**config.mk**
```make
export PLATFORM = sky130hd
export DESIGN_NAME = hbf_ctrl
export DESIGN_NICKNAME = d
export VERILOG_FILES = /design/src/rtl/filter_pkg.sv /design/src/rtl/hbf_valid_pipe.sv /design/src/rtl/hbf_ctrl.sv
export SDC_FILE = /design/constraint.sdc
export NUM_CORES = 1
export LEC_CHECK = 0
export BUFFER_PORTS_ARGS = -buffer_cell sky130_fd_sc_hd__buf_2
export CAP_MARGIN = 20
export CORE_MARGIN = 1.5
export CORE_UTILIZATION = 30
export DETAILED_ROUTE_END_ITERATION = 10
export PLACE_DENSITY_LB_ADDON = 0.1
export REMOVE_ABC_BUFFERS = 1
export SLEW_MARGIN = 15
export SYNTH_ARGS = -nofsm -noshare
export SYNTH_HDL_FRONTEND = slang
export SYNTH_SLANG_ARGS = --single-unit
```
**constraint.sdc**
```tcl
create_clock -name clk -period 1.9 [get_ports clk]
set_clock_uncertainty 0.05 [all_clocks]
set_input_delay 0 -clock clk [delete_from_list [all_inputs] [get_ports clk]]
set_output_delay 0 -clock clk [all_outputs]
set_load 0.01 [all_outputs]
```
**src/rtl/filter_pkg.sv**
```systemverilog
// Shared definitions for the half-band filter controllers: sizes, FSM encoding
// and frame-length decoding.
package filter_pkg;

    localparam int FILTER_ORDER            = 15;
    localparam int NOF_PIPE_STAGE          = 12;
    localparam int NOF_UNIQUE_COEFFS       = 5;
    localparam int INPUT_SAMPLE_DATA_WIDTH = 6;
    localparam int COEFF_DATA_WIDTH        = 10;
    localparam int MAX_NOF_SAMPLES         = 4096;

    localparam int FLUSH_LEN        = FILTER_ORDER - 1;
    localparam int FRAME_LEN_WIDTH  = $clog2(MAX_NOF_SAMPLES);
    localparam int SAMPLE_CNT_WIDTH = FRAME_LEN_WIDTH + 1;
    localparam int COEF_ADDR_WIDTH  = 3;
    localparam int FLUSH_CNT_WIDTH  = 4;

    typedef enum logic [2:0] {
        ST_IDLE       = 3'd0,
        ST_LOAD_COEFF = 3'd1,
        ST_STREAM     = 3'd2,
        ST_FLUSH      = 3'd3,
        ST_DRAIN      = 3'd4
    } hbf_ctrl_state_t;

    // A zero length field encodes the maximum frame, so the result is one bit wider.
    function automatic logic [SAMPLE_CNT_WIDTH-1:0] decode_frame_len(
        input logic [FRAME_LEN_WIDTH-1:0] len
    );
        if (len == '0)
            decode_frame_len = SAMPLE_CNT_WIDTH'(MAX_NOF_SAMPLES);
        else
            decode_frame_len = {1'b0, len};
    endfunction

endpackage

```
**src/rtl/hbf_valid_pipe.sv**
```systemverilog
// Valid and last-marker delay line matching the filter datapath latency,
// with a synchronous clear that drops everything in flight.
module hbf_valid_pipe #(
    parameter int STAGES = 12
) (
    input  logic clk,
    input  logic rst_n,
    input  logic clr,
    input  logic in_vld,
    input  logic in_last,
    output logic out_vld,
    output logic out_last
);

    logic [STAGES-1:0] vld_sr;
    logic [STAGES-1:0] last_sr;

    always_ff @(posedge clk or negedge rst_n) begin
        if (!rst_n) begin
            vld_sr  <= '0;
            last_sr <= '0;
        end else if (clr) begin
            vld_sr  <= '0;
            last_sr <= '0;
        end else begin
            vld_sr  <= {vld_sr[STAGES-2:0], in_vld};
            last_sr <= {last_sr[STAGES-2:0], in_vld & in_last};
        end
    end

    assign out_vld  = vld_sr[STAGES-1];
    assign out_last = last_sr[STAGES-1];

endmodule

```
**src/rtl/hbf_ctrl.sv**
```systemverilog
// Frame sequencer for the 15-tap half-band filter: coefficient load, sample
// streaming, zero flush and output qualification. HBF_CTRL_DECIM_EN enables decimate-by-2.
module hbf_ctrl
    import filter_pkg::*;
#(
    parameter int DATA_W = INPUT_SAMPLE_DATA_WIDTH,
    parameter int COEF_W = COEFF_DATA_WIDTH,
    parameter int STAGES = NOF_PIPE_STAGE
) (
    input  logic                        clk,
    input  logic                        rst_n,
    input  logic                        start_i,
    input  logic                        load_coef_i,
    input  logic [FRAME_LEN_WIDTH-1:0]  frame_len_i,
    input  logic                        abort_i,
    input  logic                        coef_valid_i,
    input  logic signed [COEF_W-1:0]    coef_data_i,
    output logic                        coef_ready_o,
    input  logic                        s_valid_i,
    input  logic signed [DATA_W-1:0]    s_data_i,
    output logic                        s_ready_o,
    output logic                        filt_coef_we_o,
    output logic [COEF_ADDR_WIDTH-1:0]  filt_coef_addr_o,
    output logic signed [COEF_W-1:0]    filt_coef_data_o,
    output logic                        filt_in_valid_o,
    output logic signed [DATA_W-1:0]    filt_in_data_o,
    output logic                        filt_out_valid_o,
    output logic                        filt_out_last_o,
    output logic                        busy_o,
    output logic                        done_o,
    output logic [2:0]                  state_o
);

    hbf_ctrl_state_t               state;
    logic [SAMPLE_CNT_WIDTH-1:0]   frame_len_q;
    logic [SAMPLE_CNT_WIDTH-1:0]   samp_cnt;
    logic [COEF_ADDR_WIDTH-1:0]    load_cnt;
    logic [FLUSH_CNT_WIDTH-1:0]    flush_cnt;
    logic [FLUSH_CNT_WIDTH-1:0]    last_flush_idx;
    logic                          last_p0;
    logic                          vld_p1;
    logic                          last_p1;

    assign coef_ready_o = (state == ST_LOAD_COEFF);
    assign s_ready_o    = (state == ST_STREAM);
    assign busy_o       = (state != ST_IDLE);
    assign state_o      = state;

`ifdef HBF_CTRL_DECIM_EN
    // Tag the flush pulse whose output is the final odd-numbered one: the
    // output count has the parity of frame_len.
    assign last_flush_idx = frame_len_q[0] ? FLUSH_CNT_WIDTH'(FLUSH_LEN - 1)
                                           : FLUSH_CNT_WIDTH'(FLUSH_LEN - 2);
`else
    assign last_flush_idx = FLUSH_CNT_WIDTH'(FLUSH_LEN - 1);
`endif

    always_ff @(posedge clk or negedge rst_n) begin
        if (!rst_n) begin
            state            <= ST_IDLE;
            frame_len_q      <= '0;
            samp_cnt         <= '0;
            load_cnt         <= '0;
            flush_cnt        <= '0;
            filt_coef_we_o   <= 1'b0;
            filt_coef_addr_o <= '0;
            filt_coef_data_o <= '0;
            filt_in_valid_o  <= 1'b0;
            filt_in_data_o   <= '0;
            last_p0          <= 1'b0;
            done_o           <= 1'b0;
        end else begin
            filt_coef_we_o  <= 1'b0;
            filt_in_valid_o <= 1'b0;
            last_p0         <= 1'b0;
            done_o          <= 1'b0;

            if (abort_i) begin
                state <= ST_IDLE;
            end else begin
                case (state)
                    ST_IDLE: begin
                        if (start_i) begin
                            frame_len_q <= decode_frame_len(frame_len_i);
                            samp_cnt    <= '0;
                            load_cnt    <= '0;
                            flush_cnt   <= '0;
                            state       <= load_coef_i ? ST_LOAD_COEFF : ST_STREAM;
                        end
                    end

                    ST_LOAD_COEFF: begin
                        if (coef_valid_i) begin
                            filt_coef_we_o   <= 1'b1;
                            filt_coef_addr_o <= load_cnt;
                            filt_coef_data_o <= coef_data_i;
                            load_cnt         <= load_cnt + 1'b1;
                            if (load_cnt == COEF_ADDR_WIDTH'(NOF_UNIQUE_COEFFS - 1))
                                state <= ST_STREAM;
                        end
                    end

                    // Stage p0: accepted samples become datapath strobes one cycle later.
                    ST_STREAM: begin
                        if (s_valid_i) begin
                            filt_in_valid_o <= 1'b1;
                            filt_in_data_o  <= s_data_i;
                            samp_cnt        <= samp_cnt + 1'b1;
                            if (samp_cnt + 1'b1 == frame_len_q)
                                state <= ST_FLUSH;
                        end
                    end

                    ST_FLUSH: begin
                        filt_in_valid_o <= 1'b1;
                        filt_in_data_o  <= '0;
                        last_p0         <= (flush_cnt == last_flush_idx);
                        flush_cnt       <= flush_cnt + 1'b1;
                        if (flush_cnt == FLUSH_CNT_WIDTH'(FLUSH_LEN - 1))
                            state <= ST_DRAIN;
                    end

                    ST_DRAIN: begin
                        if (filt_out_last_o) begin
                            done_o <= 1'b1;
                            state  <= ST_IDLE;
                        end
                    end

                    default: state <= ST_IDLE;
                endcase
            end
        end
    end

    // Stage p1: strobes emerging from the datapath after STAGES cycles.
    hbf_valid_pipe #(
        .STAGES (STAGES)
    ) u_valid_pipe (
        .clk      (clk),
        .rst_n    (rst_n),
        .clr      (abort_i),
        .in_vld   (filt_in_valid_o),
        .in_last  (last_p0),
        .out_vld  (vld_p1),
        .out_last (last_p1)
    );

`ifdef HBF_CTRL_DECIM_EN
    logic odd_phase;

    // odd_phase is high while the next raw output is an even-numbered one.
    always_ff @(posedge clk or negedge rst_n) begin
        if (!rst_n)
            odd_phase <= 1'b0;
        else if (abort_i || (state == ST_IDLE && start_i))
            odd_phase <= 1'b0;
        else if (vld_p1)
            odd_phase <= ~odd_phase;
    end

    assign filt_out_valid_o = vld_p1 & ~odd_phase;
    assign filt_out_last_o  = last_p1 & ~odd_phase;
`else
    assign filt_out_valid_o = vld_p1;
    assign filt_out_last_o  = last_p1;
`endif

endmodule
```
==> summary by stage, run 1 <==
Worst setup path
The capturing element type of the critical path is a flop. For this design, the slowest cell found on the critical path is sky130_fd_sc_hd__dfrtp_1. The critical path startpoint is state_o[0]. STA puts the critical path data arrival time at 1.99 ns. The maximum fanout along the worst path is 12. The signal on the critical path passes through buf_4 -> or3_1 -> a21oi_1 -> o21ai_2 -> mux2i_1 -> o31ai_1. The maximum single-stage delay on the critical path is 0.41 ns. STA puts the critical path data required time at 2.06 ns. The startpoint of the most critical register-to-register path is state_o[0]. Counting cells, the worst reg-to-reg path comes to 6. The category of the critical setup timing path is flop to flop. The sort of element at the start of the critical path is a flop. Following the worst setup path forward leads to its endpoint at state_o[0]. The setup check on the worst reg-to-reg path leaves a slack of 0.07 ns. The capture instance of the worst register-to-register path is state_o[0].

Floorplanning
For this configuration, the core starts out at a cell density of 30.6%. The floorplan has 41 rows. 65 I/O pins were placed. Measured along the y axis, the die boundary spans 116 µm. The die covers 13,400 µm². In this run the horizontal extent of the chip is 116 µm. The region available for standard cell placement spans 12,500 µm².

GRT
The global route total overflow is 0. Entering global routing, the biggest net connects 47 pins. The number of antenna violations at the first check in global routing is 0.

The number of global-route vias before repair is 3,093. The total routing usage reported by global routing is 15.8%. The first global-routing pass estimated 16,100 µm of wire.

Synth
In this run the cell area of the synthesized design comes to 3830 µm². Of the post-synthesis cell area, the dominant cell type holds 54.3%. For this run, the number of Yosys warnings is 0. The commonest cells after synthesis are 83 x sky130_fd_sc_hd__dfrtp_1, 67 x sky130_fd_sc_hd__nand2_1, 25 x sky130_fd_sc_hd__o21ai_0. The register bit count reported by yosys is 83. The netlist uses 49 different library cells. In the synthesized netlist the dominant register cell turns out to be sky130_fd_sc_hd__dfrtp_1.

In this run the mean area of a mapped cell was 10.1 µm². Yosys mapped a number of flops with a built-in enable equal to 0. In the post-synthesis netlist, the cell with the most instances is sky130_fd_sc_hd__dfrtp_1. In the post-synthesis netlist, the biggest area contributors are sky130_fd_sc_hd__dfrtp_1 54%, sky130_fd_sc_hd__nand2_1 6.6%, sky130_fd_sc_hd__nor2b_1 3.9%. For this run, asynchronously set or reset flops after synthesis account for 100%. The post-synthesis sequential area ratio is 54.3%. Synthesis produced 380 cells. Summed over all instances, the cell type with the most area after synthesis is sky130_fd_sc_hd__dfrtp_1.

Clock tree
The clock sink total is 83. The deepest clock path buffer count is 2. Clock tree synthesis inserted a total of 9 buffers. TritonCTS built the clock tree. Clock tree synthesis selected as its root buffer the cell sky130_fd_sc_hd__clkbuf_16. The deepest level of the CTS H-tree is 3.

The clock network latency to the later pin of the worst-skew pair is 0.34 ns. Clock-pin slew was measured on the worst setup and hold paths at 0.06 ns.

Pwr
The clock network is responsible for 29.6% of the overall power. The analysis attributes to net switching a power of 1.76 mW. The standby leakage power is 2.52 nW. The combinational share of power is 28.0%.

Across the VDD grid, the largest voltage drop is 0.856 mV. The internal power of the cells totals 3.83 mW. Of the total power, registers draw 42.4%. The overall power consumption is 5.59 mW. The fraction of power spent switching nets is 31.5%. In this run the power density over the cells is 1080 nW/µm².

STA
The worst hold slack after final layout is 0.0258 ns. The number of pins exceeding their max-slew limit in the final report is 0. Setup violations remaining at the end of the flow were counted as 0.

Subtracting the final worst setup slack from the clock period gives 1.83 ns. The number of failing hold endpoints at the final stage came to 0. The achievable clock frequency is 547 MHz. In the finished design, the share of the clock period the worst path needs comes to 96.2%.

Headroom to the max-slew limit came out at 69.5%. At the pin with the least slew margin, the transition time is 0.453 ns. Setup repair after global routing could not meet its margin everywhere.

Layout
Of the cells placed in the final design, the portion with a size suffix greater than 1 is 28.1%. The number of antenna diodes in the final layout is 0. For this run, the post-layout net count is 541. The area growth from synthesis to final layout is 35.5%.

Drt
The aggregate routed wire length is 9650 µm. The length of the first detailed-routing pass in iterations is 4. The detailed router placed 3,122 vias in this run.

The wire length per cell after detailed routing is 14.3 µm. The number of violations reported at the end of detailed-routing iteration 0 is 156. For this run, design rule violations remaining after detail routing come to 0. Using the TritonRoute via totals, the vias-per-cell ratio works out to 4.61. The number of nets with antenna violations after routing is 0.

Placement
After legalization and detailed placement, the total HPWL measured 6660 µm. Routability-driven placement finished with a final weighted congestion of 0.804. In this run the tool buffered the top-level ports with 64 buffer cells.

Hold path
The type of the tightest min-delay check is input pin to flop.

Run status
The flow ran to the end, and the final reports show no timing, DRC or antenna violations.

Run
The tool flagged a number of max-cap violations equal to 0.
-- flip-flops by register name (all words and copies together) (netlist names), 3 cells and up --
signal                count
frame_len_q              13
samp_cnt                 13
u_valid_pipe.last_sr     12
u_valid_pipe.vld_sr      12
filt_coef_data_o         10
filt_in_data_o            6
flush_cnt                 4
filt_coef_addr_o          3
load_cnt                  3
state_o                   3
-- logic make-up after synthesis --
family,share of synthesized area [%]
compound gates,10.5
xor+xnor,3.43
fa+ha+maj,1.63
buf+inv,3.46
flops,54.3
mux,4.35
simple gates,22.3
-- per-layer routing --
layer | up-vias | routed length, µm | GRT usage [%]
li1 | 1553 | - | -
met1 | 1508 | 4630 | 21.0
met2 | 53 | 4550 | 24.9
met3 | 8 | 323 | 4.08
met4 | 0 | 146 | 5.85
met5 | - | 0 | 0
-- stage by stage --
stage	cell area, µm²	worst slack (ns)	instances	utilization (%)	TNS [ns]
floorplan	3720	-0.232	358	-	-1.98
global placement	4570	-0.174	631	36.5	-0.243
detailed placement	4570	-0.171	631	36.5	-0.171
CTS	5160	0.00593	676	41.3	0
global route	5190	-0.0547	677	41.4	-0.0547
finish	5190	0.0722	677	41.4	0
-- placed cells by master, fill, tap and decap left out, types with 9 or more instances in the layout --
master                          netlist  final
sky130_fd_sc_hd__dfrtp_1             83     83
sky130_fd_sc_hd__o21ai_0             25     24
sky130_fd_sc_hd__buf_4                3     36
sky130_fd_sc_hd__a21oi_1             13     13
sky130_fd_sc_hd__mux2_2              13     13
sky130_fd_sc_hd__dlygate4sd3_1        0     30
sky130_fd_sc_hd__clkbuf_16            0      9
sky130_fd_sc_hd__nor2_1              16     16
sky130_fd_sc_hd__nand2_1             67     67
sky130_fd_sc_hd__nor2b_1             24     24
sky130_fd_sc_hd__buf_2                9     63
sky130_fd_sc_hd__nand3_1             19     19
-- worst min path at each step --
stage / start / endpoint / slack [ns] / depth (start not counted)
CTS: load_coef_i / state_o[1] / 0.008 / 4
finish: load_coef_i / state_o[1] / 0.03 / 4
detailed placement: rst_n / filt_coef_data_o[1] / -0.23 / 1
global placement: rst_n / filt_coef_data_o[7] / -0.24 / 1
global route: load_coef_i / state_o[1] / 0.04 / 4
floorplan: rst_n / done_o / -0.35 / 0
-- worst max-delay path: cells and delay by family (launching register included) --
kind,cells,cell delay (ns)
AO/OA/AOI/OAI,3,0.41
AND/OR/NAND/NOR,1,0.41
multiplexers,1,0.23
flip-flops,1,0.41
buffers and inverters,1,0.19
-- area by class of cell --
class	count	area, µm²
Clock buffer	12	256
Timing Repair Buffer	132	946
Sequential cell	83	2080
Inverter	7	26.3
Tap cell	172	215
Fill cell	1286	7330
Clock inverter	3	21.3
Multi-Input combinational cell	268	1640
-- power groups by stage --
| stage | Combinational, mW | Clock, mW | Sequential, mW |
|---|---|---|---|
| floorplan | 0.700 | 0 | 2.47 |
| global placement | 1.49 | 0 | 2.39 |
| detailed placement | 1.50 | 0 | 2.40 |
| CTS | 1.57 | 1.71 | 2.37 |
| global route | 1.75 | 1.78 | 2.43 |
| finish | 1.57 | 1.65 | 2.37 |
-- repair_timing --
| item | in CTS | in global routing |
|---|---|---|
| cloned | 0 | 0 |
| resized for setup | 6 | 5 |
| hold endpoints to repair | 112 | 0 |
| setup endpoints to repair | 3 | 5 |
| hold buffers | 30 | 0 |
| setup buffers | 0 | 1 |
| pin swaps | 0 | 5 |
Power figures use the tool's default switching activity.
==> run 2: changes to the inputs <==
--- a/config.mk
+++ b/config.mk
@@ -12,6 +12,7 @@
 export DETAILED_ROUTE_END_ITERATION = 10
 export PLACE_DENSITY_LB_ADDON = 0.1
 export REMOVE_ABC_BUFFERS = 1
+export SETUP_SLACK_MARGIN = 0.1
 export SLEW_MARGIN = 15
 export SYNTH_ARGS = -nofsm -noshare
 export SYNTH_HDL_FRONTEND = slang
==> summary by stage, run 2 (synthesis results as in run 1) <==
Pwr
The worst supply voltage drop on vdd is 0.856 mV (about the same). The areal power density over the cells is 1080 nW/µm² (-0.17%). The standby leakage power was 2.53 nW (+0.17%).

Floorplanning
The core area came to 12,500 µm² (unchanged). The full die area is 13,400 µm² (unchanged). The die boundary width is 116 µm (unchanged). The initial standard-cell utilization of the core is 30.6% (unchanged).

The die height is 116 µm (unchanged). The number of standard-cell rows in the floorplan is 41 (unchanged). The I/O pin count was 65 (unchanged).

Layout
The diode insertion count for antenna repair is 0 (unchanged). The number of cells in the finished layout apart from fillers came to 677 (unchanged). The summed area of non-filler cells in the final layout came to 5210 µm² (+0.53%).

Leaving out fill and tap cells, the most frequent cell in the layout is sky130_fd_sc_hd__dfrtp_1. In the layout the commonest cells are 83 x sky130_fd_sc_hd__dfrtp_1, 67 x sky130_fd_sc_hd__nand2_1, 63 x sky130_fd_sc_hd__buf_2. The largest registers in the layout are frame_len_q (13), samp_cnt (13). The post-layout net count was 541 (unchanged). The share of layout cells above drive strength 1 is 29.1% (+0.99 points). Compared with the post-synthesis result, the final layout area differs by 36.2%.

Run status
The flow ran to the end, and the final reports show no timing, DRC or antenna violations.

Placement
The final weighted congestion in routability-driven placement is 0.804 (unchanged). The quantity of I/O buffers inserted on ports is 64 (unchanged). The post-detailed-placement half-perimeter wirelength is 6660 µm (unchanged). The count of placed standard cells including taps is 631 (unchanged).

The instance area after placement is 4570 µm² (unchanged). The worst slack after detailed placement is -0.171 ns (unchanged).

STA
The portion of the clock cycle consumed by the worst path in the final layout came to 98.3% (+2.0 points). The worst-case setup margin in the final layout is 0.0332 ns (-0.0389 ns). The total of endpoints with negative setup slack in the final report is 0 (unchanged). Setup repair after global routing could not meet its margin everywhere. The slew of the pin with the lowest slew margin was 0.453 ns (unchanged). The achievable clock frequency came to 536 MHz (-2.1%). The headroom to the max-slew limit is 69.5% (unchanged).

The number of pins exceeding their max-slew limit in the final report was 0 (unchanged). The number of failing hold endpoints at the final stage is 0 (unchanged). The final critical-path required period is 1.87 ns (+0.0389 ns).

Clock tree
The CTS buffer count is 9 (unchanged). The clock network latency to the later pin of the worst-skew pair is 0.34 ns (about the same). CTS placed an instance of sky130_fd_sc_hd__clkbuf_16 at the clock tree root. The deepest clock path buffer count is 2 (unchanged). The clock sink total came to 83 (unchanged). The register clock-pin slew on the reported worst setup and hold paths is 0.06 ns (about the same). TritonCTS built the clock tree. The deepest level of the CTS H-tree came to 3 (unchanged).

Worst setup path
The category of the critical setup timing path is flop to flop. The maximum single-stage delay on the critical path is 0.41 ns (about the same). The data required time at the worst endpoint is 2.09 ns (+0.03 ns). The maximum fanout along the worst path is 4 (-8).

The library cell contributing the largest single delay on the critical path is sky130_fd_sc_hd__dfrtp_1. STA classifies the critical path endpoint as a flop. Traced cell by cell, the critical path runs through ha_2 -> and4_1 -> buf_4 -> nand2_1 -> o32ai_1 -> or3_1 -> o31ai_1.

STA classifies the critical path startpoint as a flop. The worst path arrival time is 2.05 ns (+0.06 ns).

GRT
The global route total overflow came to 0 (unchanged). The number of antenna violations at the first check in global routing came to 0 (unchanged). The maximum number of pins on one net before global-route repair is 47 (unchanged). The number of global-route vias before repair was 3,092 (-0.032%). The global-route wire length before repair came to 16,100 µm (about the same).

The total routing usage reported by global routing is 15.8% (about the same).

Run
The number of maximum-capacitance violations is 0 (unchanged).

Drt
The remaining design rule violation count was 0 (unchanged). The length of the first detailed-routing pass in iterations is 4 (unchanged). The number of vias in the routed layout is 3,143 (+0.67%).

The wire length per cell after detailed routing is 14.3 µm (+0.39%). The number of violations reported at the end of detailed-routing iteration 0 is 151 (-3.2%). The number of nets with antenna violations after routing is 0 (unchanged).

The average via count per standard cell is 4.64 (+0.67%). The aggregate routed wire length is 9690 µm (+0.39%).

Hold path
The type of the tightest min-delay check is input pin to flop.
==> run 2: final cells by class <==
type | instances | area [µm²]
Clock inverter | 3 | 21.3
Sequential cell | 83 | 2080
Multi-Input combinational cell | 268 | 1670
Inverter | 7 | 28.8
Tap cell | 172 | 215
Clock buffer | 12 | 256
Fill cell | 1283 | 7300
Timing Repair Buffer | 132 | 950
==> run 2: power by group <==
| part | leakage, nW | switching (mW) | total, mW | internal, mW |
|---|---|---|---|---|
| clock network | 0.135 | 0.704 | 1.66 | 0.952 |
| logic | 1.28 | 0.808 | 1.58 | 0.776 |
| registers | 1.11 | 0.261 | 2.37 | 2.11 |
| total | 2.53 | 1.77 | 5.61 | 3.84 |
==> run 2: metal layers <==
metal	vias to the layer above	wire, µm	part of all wire, %	GRT usage [%]
li1	1558	-	-	-
met1	1513	4600	47	20.9
met2	64	4560	47	24.9
met3	8	384	4.0	4.08
met4	0	146	1.5	5.85
met5	-	0	0	0
==> run 2: worst paths after layout <==
kind / from / to / slack, ns / cells after the start
worst max register to register: samp_cnt[1] / state_o[0] / 0.03 / 7
worst max-delay path: samp_cnt[1] / state_o[0] / 0.03 / 7
worst min-delay path: load_coef_i / state_o[1] / 0.03 / 4
min in group asynchronous: rst_n / filt_coef_data_o[6] / 0.13 / 3
worst min register to register: last_p0 / u_valid_pipe.last_sr[0] / 0.40 / 1
max in group asynchronous: rst_n / filt_coef_data_o[2] / 1.08 / 3
==> run 2: metrics by stage <==
step                      power (mW)  setup TNS (ns)  utilization (%)  hold slack (ns)
after floorplan                 3.17           -1.98                -           -0.346
after global placement          3.88          -0.243             36.5           -0.237
after detailed placement        3.90          -0.171             36.5           -0.235
after CTS                       5.67               0             41.3          0.00846
after global routing            5.98         -0.0442             41.7           0.0423
final                           5.61               0             41.7           0.0347
==> run 2: timing repair <==
| item | in CTS | in global routing |
|---|---|---|
| gates resized for setup | 10 | 9 |
| pin swaps | 0 | 6 |
| hold endpoints to repair | 112 | 0 |
| hold buffers | 30 | 0 |
| setup endpoints to repair | 9 | 12 |
| buffers inserted | 0 | 1 |
==> run 2: worst max-delay path, delay by kind of cell, from the launching register on <==
kind	cells	cell delay, ns
adders and majority gates	1	0.21
AOI/OAI and AO/OA	2	0.33
and+or+nand+nor	3	0.61
buffers and inverters	1	0.15
DFF	1	0.41
